==> src/rtl/mem_arbiter.sv <==
// mem_arbiter: shares one single-port memory among NumOfRequesters requesters.
// Each transaction is a REQ -> GRANT (1-cycle ACCESS) -> ACK (1-cycle RESP)
// handshake; read data is captured at the end of ACCESS.
// Build option: define MEM_ARB_FIXED_PRIORITY_EN for lowest-index-wins
// priority (no pointer); undefined gives round-robin arbitration.
module mem_arbiter #(
    parameter int DataWidth       = 8,
    parameter int NumOfRequesters = 4
) (
    input  logic                                 CLK,
    input  logic                                 RST,
    input  logic [NumOfRequesters-1:0]           REQ,
    input  logic [NumOfRequesters-1:0]           REQ_WRITE,
    input  logic [NumOfRequesters*DataWidth-1:0] REQ_ADDR,
    input  logic [NumOfRequesters*DataWidth-1:0] REQ_DATA,
    output logic [NumOfRequesters-1:0]           GRANT,
    output logic [NumOfRequesters-1:0]           ACK,
    output logic [DataWidth-1:0]                 RDATA,
    output logic                                 BUSY,
    output logic [DataWidth-1:0]                 MEM_ADDR,
    output logic [DataWidth-1:0]                 MEM_DATA_IN,
    output logic                                 MEM_WRITE,
    input  logic [DataWidth-1:0]                 MEM_DATA_OUT
);
    localparam int N    = NumOfRequesters;
    localparam int IdxW = (N > 1) ? $clog2(N) : 1;

    typedef enum logic [1:0] {ST_IDLE, ST_ACCESS, ST_RESP} state_e;

    state_e               state_q;
    logic [N-1:0]         grant_q;
    logic [N-1:0]         ack_q;
    logic [DataWidth-1:0] rdata_q;
    logic                 busy_q;
    logic [IdxW-1:0]      gidx_q;
    logic [IdxW-1:0]      win_d;
    logic [N-1:0]         win_oh_d;

`ifndef MEM_ARB_FIXED_PRIORITY_EN
    logic [IdxW-1:0]      ptr_q;
    logic                 found_d;
    int unsigned          cand_d;
`endif

    // Pick the winning requester from the current REQ vector
    always_comb begin
        win_d = '0;
`ifdef MEM_ARB_FIXED_PRIORITY_EN
        // downward scan: the lowest requesting index is assigned last and wins
        for (int unsigned i = N; i > 0; i--) begin
            if (REQ[i-1]) win_d = IdxW'(i - 1);
        end
`else
        found_d = 1'b0;
        cand_d  = 0;
        // search starts just after the last grant and wraps modulo N
        for (int unsigned k = 1; k <= N; k++) begin
            cand_d = 32'(ptr_q) + k;
            if (cand_d >= N) cand_d = cand_d - N;
            if (!found_d && REQ[cand_d]) begin
                win_d   = IdxW'(cand_d);
                found_d = 1'b1;
            end
        end
`endif
    end

    // One-hot form of the winner index
    always_comb begin
        win_oh_d        = '0;
        win_oh_d[win_d] = 1'b1;
    end

    // Route the granted requester to the memory pins during ACCESS only;
    // gating with RST keeps a reset edge in ACCESS from committing a write
    always_comb begin
        MEM_ADDR    = '0;
        MEM_DATA_IN = '0;
        MEM_WRITE   = 1'b0;
        if (state_q == ST_ACCESS && !RST) begin
            MEM_ADDR    = REQ_ADDR[int'(gidx_q)*DataWidth +: DataWidth];
            MEM_DATA_IN = REQ_DATA[int'(gidx_q)*DataWidth +: DataWidth];
            MEM_WRITE   = REQ_WRITE[gidx_q];
        end
    end

    // Handshake FSM with registered GRANT/ACK/RDATA/BUSY
    always_ff @(posedge CLK) begin
        if (RST) begin
            state_q <= ST_IDLE;
            grant_q <= '0;
            ack_q   <= '0;
            rdata_q <= '0;
            busy_q  <= 1'b0;
            gidx_q  <= '0;
`ifndef MEM_ARB_FIXED_PRIORITY_EN
            ptr_q   <= IdxW'(N - 1);
`endif
        end else begin
            case (state_q)
                ST_IDLE: begin
                    ack_q <= '0;
                    if (|REQ) begin
                        grant_q <= win_oh_d;
                        gidx_q  <= win_d;
                        busy_q  <= 1'b1;
                        state_q <= ST_ACCESS;
                    end
                end
                ST_ACCESS: begin
                    rdata_q <= MEM_DATA_OUT;
                    ack_q   <= grant_q;
                    grant_q <= '0;
`ifndef MEM_ARB_FIXED_PRIORITY_EN
                    ptr_q   <= gidx_q;
`endif
                    state_q <= ST_RESP;
                end
                ST_RESP: begin
                    ack_q   <= '0;
                    busy_q  <= 1'b0;
                    state_q <= ST_IDLE;
                end
                default: state_q <= ST_IDLE;
            endcase
        end
    end

    assign GRANT = grant_q;
    assign ACK   = ack_q;
    assign RDATA = rdata_q;
    assign BUSY  = busy_q;

endmodule

==> config.mk <==
export PLATFORM = sky130hd
export DESIGN_NAME = mem_arbiter
export DESIGN_NICKNAME = d
export VERILOG_FILES = /design/src/rtl/mem_arbiter.sv
export SDC_FILE = /design/constraint.sdc
export NUM_CORES = 1
export LEC_CHECK = 0
export CAP_MARGIN = 0
export CORE_ASPECT_RATIO = 0.75
export CORE_MARGIN = 5
export CORE_UTILIZATION = 30
export CTS_BUF_LIST = sky130_fd_sc_hd__clkbuf_8
export DETAILED_ROUTE_END_ITERATION = 16
export PLACE_DENSITY = 0.86
export SYNTH_ARGS = -nofsm -noshare
export SYNTH_HDL_FRONTEND = slang
export SYNTH_SLANG_ARGS = --single-unit
==> constraint.sdc <==
create_clock -name CLK -period 2.6 [get_ports CLK]
set_input_delay 0.78 -clock CLK [delete_from_list [all_inputs] [get_ports CLK]]
set_output_delay 0.78 -clock CLK [all_outputs]
set_load 0.01 [all_outputs]
==> metrics.txt, run 1 <==
# TYPE chip_impl_metric gauge
chip_impl_info{name="run_status",value="complete, no violations"} 1
chip_impl_info{name="synth_top_area_cells",value="sky130_fd_sc_hd__dfxtp_1 (32%), sky130_fd_sc_hd__mux4_2 (26%), sky130_fd_sc_hd__and2_1 (7.4%), sky130_fd_sc_hd__nand2_1 (6.2%), sky130_fd_sc_hd__a21oi_1 (4.2%)"} 1
chip_impl_metric{name="grt_start_max_net_pins",unit=""} 23
chip_impl_metric{name="max_cap_viol_count",unit=""} 0
chip_impl_metric{name="holdWs",unit="ns"} 0.461
chip_impl_info{name="synth_top_area_cell",value="sky130_fd_sc_hd__dfxtp_1"} 1
chip_impl_info{name="clock-root-buffer",value="sky130_fd_sc_hd__clkbuf_8"} 1
chip_impl_metric{name="routed_len_inst",unit="µm"} 15.0
chip_impl_metric{name="dieHeight",unit="µm"} 70.1
chip_impl_metric{name="p_clk_frac",unit=""} 0.219
chip_impl_metric{name="final-setup-viol-count",unit=""} 0
chip_impl_metric{name="drt-total-wl",unit="µm"} 4810
chip_impl_metric{name="cts_sinks",unit=""} 23
chip_impl_metric{name="initial_antenna_violation_count",unit=""} 0
chip_impl_info{name="worst-setup-path-type",value="in -> out"} 1
chip_impl_metric{name="buffer_ports.inserted",unit=""} 115
chip_impl_info{name="worst_setup_path_end_kind",value="output port"} 1
chip_impl_metric{name="placementRows",unit=""} 21
chip_impl_metric{name="grt_pass1_wl",unit="µm"} 7820
chip_impl_metric{name="cts_max_level",unit=""} 1
chip_impl_metric{name="syn-cell-area",unit="µm²"} 1450
chip_impl_metric{name="post-route-drc-count",unit=""} 0
chip_impl_metric{name="hpwl",unit="µm"} 4040
chip_impl_metric{name="switchingPower",unit="mW"} 0.279
chip_impl_info{name="rsz0062_at_grt",value="false"} 1
chip_impl_metric{name="synthesis.area_per_instance",unit="µm²"} 9.97
chip_impl_metric{name="vias_per_cell",unit=""} 4.94
chip_impl_metric{name="relSlewSlack",unit=""} 0.508
chip_impl_metric{name="finalClockSkew",unit="ns"} 0.00132
chip_impl_metric{name="gpl.final_weighted_congestion",unit=""} 0.775
chip_impl_metric{name="worstPathRequired",unit="ns"} 1.82
chip_impl_metric{name="post_layout_worst_setup_margin",unit="ns"} 0.0487
chip_impl_metric{name="cts_buffers",unit=""} 3
chip_impl_metric{name="globalRoute.totalOverflow",unit=""} 0
chip_impl_metric{name="floorplan.core_area",unit="µm²"} 4570
chip_impl_metric{name="cts-root-to-sink-buffers",unit=""} 2
chip_impl_metric{name="pleak",unit="nW"} 1.10
chip_impl_metric{name="worst-slew-pin-transition",unit="ns"} 0.736
chip_impl_info{name="hold_end",value="RDATA[2]"} 1
chip_impl_metric{name="drtIter0Drc",unit=""} 90
chip_impl_info{name="cts_tree",value="done"} 1
chip_impl_metric{name="initial_utilization",unit=""} 0.316
chip_impl_metric{name="yosysTopAreaCellShare",unit=""} 0.319
chip_impl_info{name="top_library_cells_by_usage_in_the_layout_fill_and_taps_aside",value="sky130_fd_sc_hd__dlygate4sd2_1 (68), sky130_fd_sc_hd__clkdlybuf4s50_1 (30), sky130_fd_sc_hd__nand2_1 (24)"} 1
chip_impl_metric{name="design_power_total",unit="mW"} 0.998
chip_impl_metric{name="ys.warnings.count",unit=""} 0
chip_impl_metric{name="timing.reg2reg.setup_slack",unit="ns"} 1.17
chip_impl_info{name="critical_path.reg2reg.endpoint",value="RDATA[3]"} 1
chip_impl_metric{name="synthesis.instances",unit=""} 145
chip_impl_metric{name="period_share",unit=""} 0.981
chip_impl_metric{name="synth_sequential_area_ratio",unit=""} 0.319
chip_impl_metric{name="detailedRoute.firstPassIterationCount",unit=""} 4
chip_impl_metric{name="r2r_cells",unit=""} 4
chip_impl_metric{name="die_area",unit="µm²"} 6320
chip_impl_metric{name="first_global_vias",unit=""} 1618
chip_impl_metric{name="ioPinCount",unit=""} 116
chip_impl_metric{name="post_cts_setup_bufs",unit=""} 0
chip_impl_metric{name="largest_driver_fanout_on_the_critical_path",unit=""} 18
chip_impl_metric{name="timing.final.max_slew_violations",unit=""} 0
chip_impl_info{name="critical_path.startpoint_type",value="primary input"} 1
chip_impl_metric{name="worst_skew_pair.late_latency",unit="ns"} 0.26
chip_impl_metric{name="period_minus_slack",unit="ns"} 2.55
chip_impl_metric{name="groute.usage.overall",unit=""} 0.149
chip_impl_info{name="worstHoldPathType",value="reg -> reg"} 1
chip_impl_metric{name="cell_internal_pwr",unit="mW"} 0.719
chip_impl_metric{name="n_antenna_cell",unit=""} 0
chip_impl_metric{name="share_seq_of_total_power",unit=""} 0.397
chip_impl_info{name="min-delay-start",value="RDATA[2]"} 1
chip_impl_metric{name="synth_cell_types",unit=""} 29
chip_impl_metric{name="synth.net_count",unit=""} 227
chip_impl_metric{name="drt.antenna.violating_nets",unit=""} 0
chip_impl_metric{name="crit_arrival",unit="ns"} 1.77
chip_impl_metric{name="final_layout_size_suffix_gt1_frac",unit=""} 0.190
chip_impl_metric{name="final_net_count",unit=""} 346
chip_impl_metric{name="fmax",unit="GHz"} 0.392
chip_impl_metric{name="comb_power_share",unit=""} 0.384
chip_impl_metric{name="finalSetupTns",unit="ns"} 0
chip_impl_metric{name="min_path_cells",unit=""} 2
chip_impl_metric{name="dpl_worst_slack",unit="ns"} -0.499
chip_impl_metric{name="power.density_cell_area",unit="nW/µm²"} 388
chip_impl_metric{name="post-place-cells",unit=""} 316
chip_impl_info{name="most_frequent_standard_cell_in_the_layout_excluding_fill_and_tap_cells",value="sky130_fd_sc_hd__dlygate4sd2_1"} 1
chip_impl_metric{name="ys_seq_elements",unit=""} 23
chip_impl_metric{name="p_sw_frac",unit=""} 0.280
chip_impl_metric{name="total_via_count_after_detailed_routing",unit=""} 1581
chip_impl_info{name="worst_flop_to_flop_path_startpoint",value="state_q[0]"} 1
chip_impl_metric{name="finish.cell_count_without_fillers",unit=""} 320
chip_impl_metric{name="die_width",unit="µm"} 90.1
chip_impl_metric{name="worst_setup_hold_path_clk_slew",unit="ns"} 0.08
chip_impl_metric{name="finalHoldViolations",unit=""} 0
chip_impl_metric{name="power.ir.vdd_worst",unit="mV"} 0.358
chip_impl_metric{name="area_delta_synth_final",unit="%"} 78.0
[cell usage after synthesis]
cell / number
sky130_fd_sc_hd__a211o_1: 1
sky130_fd_sc_hd__a211oi_1: 1
sky130_fd_sc_hd__a21oi_1: 12
sky130_fd_sc_hd__a311oi_1: 2
sky130_fd_sc_hd__and2_1: 17
sky130_fd_sc_hd__buf_2: 5
sky130_fd_sc_hd__buf_4: 1
sky130_fd_sc_hd__buf_6: 2
sky130_fd_sc_hd__clkbuf_1: 2
sky130_fd_sc_hd__dfxtp_1: 23
sky130_fd_sc_hd__inv_1: 2
sky130_fd_sc_hd__mux2i_1: 4
sky130_fd_sc_hd__mux4_2: 17
sky130_fd_sc_hd__nand2_1: 24
sky130_fd_sc_hd__nand2b_1: 3
sky130_fd_sc_hd__nand3b_1: 6
sky130_fd_sc_hd__nor2_1: 7
sky130_fd_sc_hd__nor2_2: 1
sky130_fd_sc_hd__nor2_4: 1
sky130_fd_sc_hd__nor2b_1: 1
sky130_fd_sc_hd__nor3_1: 1
sky130_fd_sc_hd__nor3b_1: 1
sky130_fd_sc_hd__o21ai_0: 4
sky130_fd_sc_hd__o21ai_2: 1
sky130_fd_sc_hd__o31ai_1: 2
sky130_fd_sc_hd__or2_1: 1
sky130_fd_sc_hd__or2b_1: 1
sky130_fd_sc_hd__or3_1: 1
sky130_fd_sc_hd__or4_4: 1
[power by group through the flow]
stage          clock network [mW]  registers (mW)  logic (mW)
6_report                    0.219           0.396       0.384
5_1_grt                     0.236           0.400       0.421
4_1_cts                     0.223           0.396       0.391
3_5_place_dp                    0           0.405       0.441
3_3_place_gp                    0           0.403       0.430
2_1_floorplan                   0           0.410       0.201
[flip-flops by register name (all words and copies together) (netlist names)]
register / cells
RDATA: 8
ACK: 4
ptr_q: 2
gidx_q: 2
state_q: 2
BUSY: 1
GRANT: 4
[worst max-delay path: stages]
cell and delay, ns:
sky130_fd_sc_hd__clkdlybuf4s50_1 0.44, sky130_fd_sc_hd__nor2_2 0.14, sky130_fd_sc_hd__buf_12 0.15, sky130_fd_sc_hd__and2_1 0.13
sky130_fd_sc_hd__buf_2 0.13
[worst max-delay path by stage]
stage,depth (start not counted),endpoint,start
after floorplan,2,MEM_ADDR[0],REQ_ADDR[24]
after global placement,4,MEM_DATA_IN[2],REQ_DATA[26]
after CTS,5,MEM_DATA_IN[6],RST
after detailed placement,4,MEM_DATA_IN[7],REQ_DATA[31]
final,5,MEM_DATA_IN[6],RST
after global routing,5,MEM_ADDR[3],RST
[metal layers]
layer / track usage / up-vias / wire length (µm)
li1: - / 757 / -
met2: 0.263 / 76 / 2340
met5: 0 / - / 0
met4: 0.0182 / 0 / 48
met1: 0.180 / 744 / 2020
met3: 0.0515 / 4 / 403
[area by class of cell]
cell class                      count  area (µm²)
Clock buffer                        3        41.3
Clock inverter                      1        3.75
Tap cell                           57        71.3
Fill cell                         454        2000
Timing Repair Buffer              124        1070
Sequential cell                    23         460
Multi-Input combinational cell    110         915
Inverter                            2        7.51
[through the flow]
stage / utilization / instance area (µm²)
floorplan: - / 1450
global placement: 0.590 / 2700
detailed placement: 0.590 / 2700
CTS: 0.563 / 2570
global route: 0.563 / 2570
finish: 0.563 / 2570
[cells by family after synthesis]
group,synth area share
AND/OR/NAND/NOR,0.245
AO/OA/AOI/OAI,0.0952
flip-flops,0.319
multiplexers,0.293
buffers and inverters,0.0485
[what timing repair did]
item	4_1_cts	5_1_grt
hold buffers	0	0
pin swaps	17	1
resized for setup	136	0
endpoints found under the setup margin	17	9
(Power assumes the default switching activity.)
==> run 2: changes to the inputs <==
CORE_UTILIZATION = 34   (was 30)
PLACE_DENSITY = 0.94   (was 0.86)
==> metrics.txt, run 2 (synthesis results as in run 1) <==
# TYPE chip_impl_metric gauge
chip_impl_metric{name="die_area",unit="µm²"} 5670
chip_impl_metric{name="groute.usage.overall",unit=""} 0.174
chip_impl_metric{name="largest_reg_flops",unit=""} 8
chip_impl_metric{name="pleak",unit="nW"} 1.13
chip_impl_info{name="rsz0062_at_grt",value="false"} 1
chip_impl_metric{name="finish.cell_count_without_fillers",unit=""} 318
chip_impl_metric{name="post_cts_setup_bufs",unit=""} 0
chip_impl_metric{name="n_antenna_cell",unit=""} 0
chip_impl_metric{name="worst_setup_hold_path_clk_slew",unit="ns"} 0.08
chip_impl_metric{name="max_cap_viol_count",unit=""} 0
chip_impl_metric{name="finalHoldViolations",unit=""} 0
chip_impl_metric{name="drtIter0Drc",unit=""} 60
chip_impl_metric{name="drt-total-wl",unit="µm"} 5170
chip_impl_metric{name="cts_hold_repair.buffers",unit=""} 0
chip_impl_metric{name="finalSetupTns",unit="ns"} 0
chip_impl_metric{name="timing.final.max_slew_violations",unit=""} 0
chip_impl_metric{name="placementRows",unit=""} 20
chip_impl_info{name="critical_path.startpoint_type",value="primary input"} 1
chip_impl_metric{name="final_net_count",unit=""} 346
chip_impl_metric{name="initial_utilization",unit=""} 0.354
chip_impl_metric{name="die_width",unit="µm"} 85.3
chip_impl_metric{name="routed_len_inst",unit="µm"} 16.3
chip_impl_metric{name="power.ir.vdd_worst",unit="mV"} 0.360
chip_impl_metric{name="globalRoute.totalOverflow",unit=""} 0
chip_impl_metric{name="grt_start_max_net_pins",unit=""} 23
chip_impl_metric{name="initial_antenna_violation_count",unit=""} 0
chip_impl_metric{name="first_global_vias",unit=""} 1607
chip_impl_metric{name="floorplan.core_area",unit="µm²"} 4080
chip_impl_metric{name="crit_arrival",unit="ns"} 1.76
chip_impl_info{name="most_frequent_standard_cell_in_the_layout_excluding_fill_and_tap_cells",value="sky130_fd_sc_hd__dlygate4sd2_1"} 1
chip_impl_metric{name="area_delta_synth_final",unit="%"} 81.7
chip_impl_metric{name="power.density_cell_area",unit="nW/µm²"} 386
chip_impl_info{name="run_status",value="complete, no violations"} 1
chip_impl_metric{name="buffer_ports.inserted",unit=""} 115
chip_impl_metric{name="cts_max_level",unit=""} 1
chip_impl_metric{name="drt.antenna.violating_nets",unit=""} 0
chip_impl_metric{name="detailedRoute.firstPassIterationCount",unit=""} 4
chip_impl_metric{name="post-route-util",unit=""} 0.644
chip_impl_metric{name="cts_sinks",unit=""} 23
chip_impl_metric{name="worst-slew-pin-transition",unit="ns"} 0.645
chip_impl_metric{name="total_via_count_after_detailed_routing",unit=""} 1583
chip_impl_metric{name="dieHeight",unit="µm"} 66.5
chip_impl_metric{name="fmax",unit="GHz"} 0.394
chip_impl_metric{name="vias_per_cell",unit=""} 4.98
chip_impl_metric{name="gpl.final_weighted_congestion",unit=""} 0.872
chip_impl_metric{name="timing.reg2reg.setup_slack",unit="ns"} 1.23
chip_impl_metric{name="largest_driver_fanout_on_the_critical_path",unit=""} 1
chip_impl_metric{name="post_layout_worst_setup_margin",unit="ns"} 0.0639
chip_impl_metric{name="final_layout_size_suffix_gt1_frac",unit=""} 0.209
chip_impl_metric{name="grt_pass1_wl",unit="µm"} 7770
chip_impl_metric{name="hpwl",unit="µm"} 4260
chip_impl_metric{name="cts_buffers",unit=""} 3
chip_impl_info{name="worst_setup_path_end_kind",value="output port"} 1
chip_impl_metric{name="period_minus_slack",unit="ns"} 2.54
chip_impl_metric{name="final-setup-viol-count",unit=""} 0
chip_impl_metric{name="worst_skew_pair.late_latency",unit="ns"} 0.26
chip_impl_info{name="worst-setup-path-type",value="in -> out"} 1
chip_impl_metric{name="dpl_worst_slack",unit="ns"} -0.490
chip_impl_metric{name="fill_cells",unit=""} 358
chip_impl_metric{name="area_after_detailed_placement",unit="µm²"} 2710
chip_impl_metric{name="final_area",unit="µm²"} 2630
chip_impl_metric{name="period_share",unit=""} 0.975
chip_impl_metric{name="worstPathRequired",unit="ns"} 1.82
chip_impl_metric{name="ioPinCount",unit=""} 116
chip_impl_metric{name="post-route-drc-count",unit=""} 0
chip_impl_metric{name="relSlewSlack",unit=""} 0.569
chip_impl_info{name="clock-root-buffer",value="sky130_fd_sc_hd__clkbuf_8"} 1
chip_impl_info{name="worstHoldPathType",value="reg -> reg"} 1
chip_impl_info{name="cts_tree",value="done"} 1
chip_impl_metric{name="post-place-cells",unit=""} 314
chip_impl_metric{name="finalClockSkew",unit="ns"} 0.00243
chip_impl_info{name="top_library_cells_by_usage_in_the_layout_fill_and_taps_aside",value="sky130_fd_sc_hd__dlygate4sd2_1 (68), sky130_fd_sc_hd__clkdlybuf4s50_1 (29), sky130_fd_sc_hd__nand2_1 (24)"} 1
chip_impl_metric{name="cts-root-to-sink-buffers",unit=""} 2
## run 2: critical path: stages
cell and delay, ns:
sky130_fd_sc_hd__dlygate4sd2_1 0.24, sky130_fd_sc_hd__mux4_2 0.46, sky130_fd_sc_hd__and2_1 0.15, sky130_fd_sc_hd__buf_2 0.13
## run 2: layout make-up
class / instances / area, µm² / area share
tap: 55 / 68.8 / 0.0262
clock buffer: 3 / 41.3 / 0.0157
inverter: 2 / 7.51 / 0.00286
timing repair buffer: 124 / 1110 / 0.424
clock inverter: 1 / 3.75 / 0.00143
sequential: 23 / 462 / 0.176
multi-input combinational: 110 / 930 / 0.354
## run 2: final timing paths
kind / cells past startpoint / endpoint / startpoint
max: 4 / MEM_ADDR[5] / REQ_ADDR[29]
min: 2 / RDATA[3] / RDATA[3]
max reg2reg: 4 / RDATA[1] / state_q[1]
min reg2reg: 2 / RDATA[3] / RDATA[3]
## run 2: power by group
| part | total, mW | internal, mW | switching (mW) |
|---|---|---|---|
| clock network | 0.217 | 0.105 | 0.111 |
| registers | 0.399 | 0.379 | 0.0204 |
| logic | 0.397 | 0.245 | 0.152 |
## run 2: what timing repair did
action                     4_1_cts  5_1_grt
resized for setup              144        3
pin swaps                       18        0
setup endpoints to repair       17       17
## run 2: per-layer routing
metal / share of wire / global-route usage
met1: 0.39 / 0.203
met2: 0.49 / 0.297
met3: 0.10 / 0.0705
met4: 0.017 / 0.0494
met5: 0 / 0
## run 2: through the flow
step | power [mW] | hold WS [ns]
global route | 1.07 | 0.475
global placement | 0.836 | 0.441
detailed placement | 0.848 | 0.448
floorplan | 0.611 | 0.470
CTS | 1.02 | 0.457
finish | 1.01 | 0.457
==> run 3: changes to the inputs <==
CAP_MARGIN = 20   (was 0)
CORE_UTILIZATION = 33   (was 34)
CTS_BUF_LIST = unset   (was sky130_fd_sc_hd__clkbuf_8)
PLACE_DENSITY = 0.92   (was 0.94)
==> metrics.txt, run 3 (synthesis results as in run 1) <==
# TYPE chip_impl_metric gauge
chip_impl_metric{name="worstPathRequired",unit="ns"} 1.82
chip_impl_metric{name="ioPinCount",unit=""} 116
chip_impl_info{name="top_library_cells_by_usage_in_the_layout_fill_and_taps_aside",value="sky130_fd_sc_hd__dlygate4sd2_1 (68), sky130_fd_sc_hd__clkdlybuf4s50_1 (29), sky130_fd_sc_hd__nand2_1 (24)"} 1
chip_impl_metric{name="die_width",unit="µm"} 86.4
chip_impl_metric{name="grt_pass1_wl",unit="µm"} 8000
chip_impl_metric{name="cts_max_level",unit=""} 1
chip_impl_metric{name="post-route-drc-count",unit=""} 0
chip_impl_metric{name="crit_arrival",unit="ns"} 1.76
chip_impl_info{name="clock-root-buffer",value="sky130_fd_sc_hd__clkbuf_8"} 1
chip_impl_metric{name="period_minus_slack",unit="ns"} 2.54
chip_impl_metric{name="switchingPower",unit="mW"} 0.283
chip_impl_metric{name="area_delta_synth_final",unit="%"} 81.4
chip_impl_metric{name="fmax",unit="GHz"} 0.394
chip_impl_metric{name="drt.antenna.violating_nets",unit=""} 0
chip_impl_metric{name="cts_sinks",unit=""} 23
chip_impl_metric{name="p_clk_frac",unit=""} 0.216
chip_impl_metric{name="initial_antenna_violation_count",unit=""} 0
chip_impl_metric{name="hpwl",unit="µm"} 4500
chip_impl_info{name="cts_tree",value="done"} 1
chip_impl_info{name="critical_path.startpoint_type",value="primary input"} 1
chip_impl_info{name="most_frequent_standard_cell_in_the_layout_excluding_fill_and_tap_cells",value="sky130_fd_sc_hd__dlygate4sd2_1"} 1
chip_impl_metric{name="area_after_detailed_placement",unit="µm²"} 2700
chip_impl_metric{name="p_sw_frac",unit=""} 0.278
chip_impl_metric{name="period_share",unit=""} 0.975
chip_impl_metric{name="total_via_count_after_detailed_routing",unit=""} 1596
chip_impl_metric{name="n_antenna_cell",unit=""} 0
chip_impl_metric{name="gpl.final_weighted_congestion",unit=""} 0.807
chip_impl_metric{name="cts-root-to-sink-buffers",unit=""} 2
chip_impl_metric{name="post-place-cells",unit=""} 314
chip_impl_metric{name="max_cap_viol_count",unit=""} 0
chip_impl_metric{name="finalHoldViolations",unit=""} 0
chip_impl_metric{name="final_net_count",unit=""} 346
chip_impl_metric{name="comb_power_share",unit=""} 0.391
chip_impl_info{name="worstHoldPathType",value="reg -> reg"} 1
chip_impl_metric{name="cts_hold_repair.buffers",unit=""} 0
chip_impl_metric{name="relSlewSlack",unit=""} 0.546
chip_impl_info{name="worst_setup_path_end_kind",value="output port"} 1
chip_impl_metric{name="cts_buffers",unit=""} 3
chip_impl_metric{name="buffer_ports.inserted",unit=""} 115
chip_impl_metric{name="finalSetupTns",unit="ns"} 0
chip_impl_metric{name="floorplan.core_area",unit="µm²"} 4130
chip_impl_metric{name="worst_skew_pair.late_latency",unit="ns"} 0.26
chip_impl_metric{name="grt_start_max_net_pins",unit=""} 23
chip_impl_metric{name="die_area",unit="µm²"} 5820
chip_impl_metric{name="share_seq_of_total_power",unit=""} 0.393
chip_impl_metric{name="worst_setup_hold_path_clk_slew",unit="ns"} 0.08
chip_impl_metric{name="groute.usage.overall",unit=""} 0.176
chip_impl_metric{name="power.ir.vdd_worst",unit="mV"} 0.292
chip_impl_metric{name="vias_per_cell",unit=""} 5.02
chip_impl_info{name="worst-setup-path-type",value="in -> out"} 1
chip_impl_metric{name="timing.final.max_slew_violations",unit=""} 0
chip_impl_metric{name="power.density_cell_area",unit="nW/µm²"} 387
chip_impl_metric{name="largest_driver_fanout_on_the_critical_path",unit=""} 1
chip_impl_metric{name="finalClockSkew",unit="ns"} 0.000900
chip_impl_metric{name="globalRoute.totalOverflow",unit=""} 0
chip_impl_metric{name="drtIter0Drc",unit=""} 87
chip_impl_metric{name="cell_internal_pwr",unit="mW"} 0.733
chip_impl_metric{name="post_cts_setup_bufs",unit=""} 0
chip_impl_info{name="rsz0062_at_grt",value="false"} 1
chip_impl_metric{name="final-setup-viol-count",unit=""} 0
chip_impl_metric{name="worst-slew-pin-transition",unit="ns"} 0.680
chip_impl_metric{name="initial_utilization",unit=""} 0.350
chip_impl_metric{name="routed_len_inst",unit="µm"} 16.9
chip_impl_metric{name="final_layout_size_suffix_gt1_frac",unit=""} 0.213
chip_impl_metric{name="post-route-util",unit=""} 0.635
chip_impl_metric{name="dieHeight",unit="µm"} 67.3
chip_impl_metric{name="pleak",unit="nW"} 1.12
chip_impl_metric{name="largest_reg_flops",unit=""} 8
chip_impl_info{name="run_status",value="complete, no violations"} 1
chip_impl_metric{name="placementRows",unit=""} 20
chip_impl_metric{name="final_area",unit="µm²"} 2620
chip_impl_metric{name="finish.cell_count_without_fillers",unit=""} 318
chip_impl_metric{name="fill_cells",unit=""} 393
chip_impl_metric{name="first_global_vias",unit=""} 1627
chip_impl_metric{name="drt-total-wl",unit="µm"} 5380
chip_impl_metric{name="detailedRoute.firstPassIterationCount",unit=""} 4
## run 3: power by group through the flow
stage / clock [mW] / sequential [mW] / combinational (mW)
finish: 0.220 / 0.399 / 0.397
global route: 0.247 / 0.403 / 0.431
CTS: 0.227 / 0.399 / 0.400
detailed placement: 0 / 0.408 / 0.438
global placement: 0 / 0.405 / 0.427
floorplan: 0 / 0.410 / 0.201
## run 3: worst paths after layout
check | startpoint | to | slack, ns | cells after the start
worst max-delay path | REQ_WRITE[3] | MEM_WRITE | 0.06 | 4
worst min-delay path | RDATA[1] | RDATA[1] | 0.45 | 2
worst max register to register | state_q[0] | RDATA[7] | 1.21 | 4
worst min register to register | RDATA[1] | RDATA[1] | 0.45 | 2
## run 3: worst max-delay path, cell delays in order
cell	delay, ns
sky130_fd_sc_hd__dlygate4sd2_1	0.24
sky130_fd_sc_hd__mux4_2	0.46
sky130_fd_sc_hd__and2_1	0.14
sky130_fd_sc_hd__buf_2	0.13
## run 3: timing repair
item	CTS	global route
gates cloned	0	0
gates resized for setup	146	3
setup endpoints to repair	17	12
pin swaps	17	1
## run 3: area by class of cell
cell class | instances | area [µm²] | share of cell area
tap | 55 | 68.8 | 0.0263
inverter | 2 | 7.51 | 0.00286
multi-input combinational | 110 | 927 | 0.354
clock buffer | 4 | 45.0 | 0.0172
timing repair buffer | 124 | 1110 | 0.424
sequential | 23 | 462 | 0.176
## run 3: layer usage
layer  track usage  part of all wire  up-vias
met4        0.0292            0.0063        0
met3        0.0683              0.11        4
met1         0.205              0.39      759
met2         0.314              0.49       76
met5             0                 0        -
li1              -                 -      757
## run 3: per-stage QoR
step / total power [mW] / setup WS [ns] / hold WS, ns
global route: 1.08 / 0.0281 / 0.480
finish: 1.02 / 0.0640 / 0.454
global placement: 0.832 / -0.481 / 0.441
floorplan: 0.611 / 0.417 / 0.470
detailed placement: 0.845 / -0.499 / 0.448
CTS: 1.03 / 0.000889 / 0.458
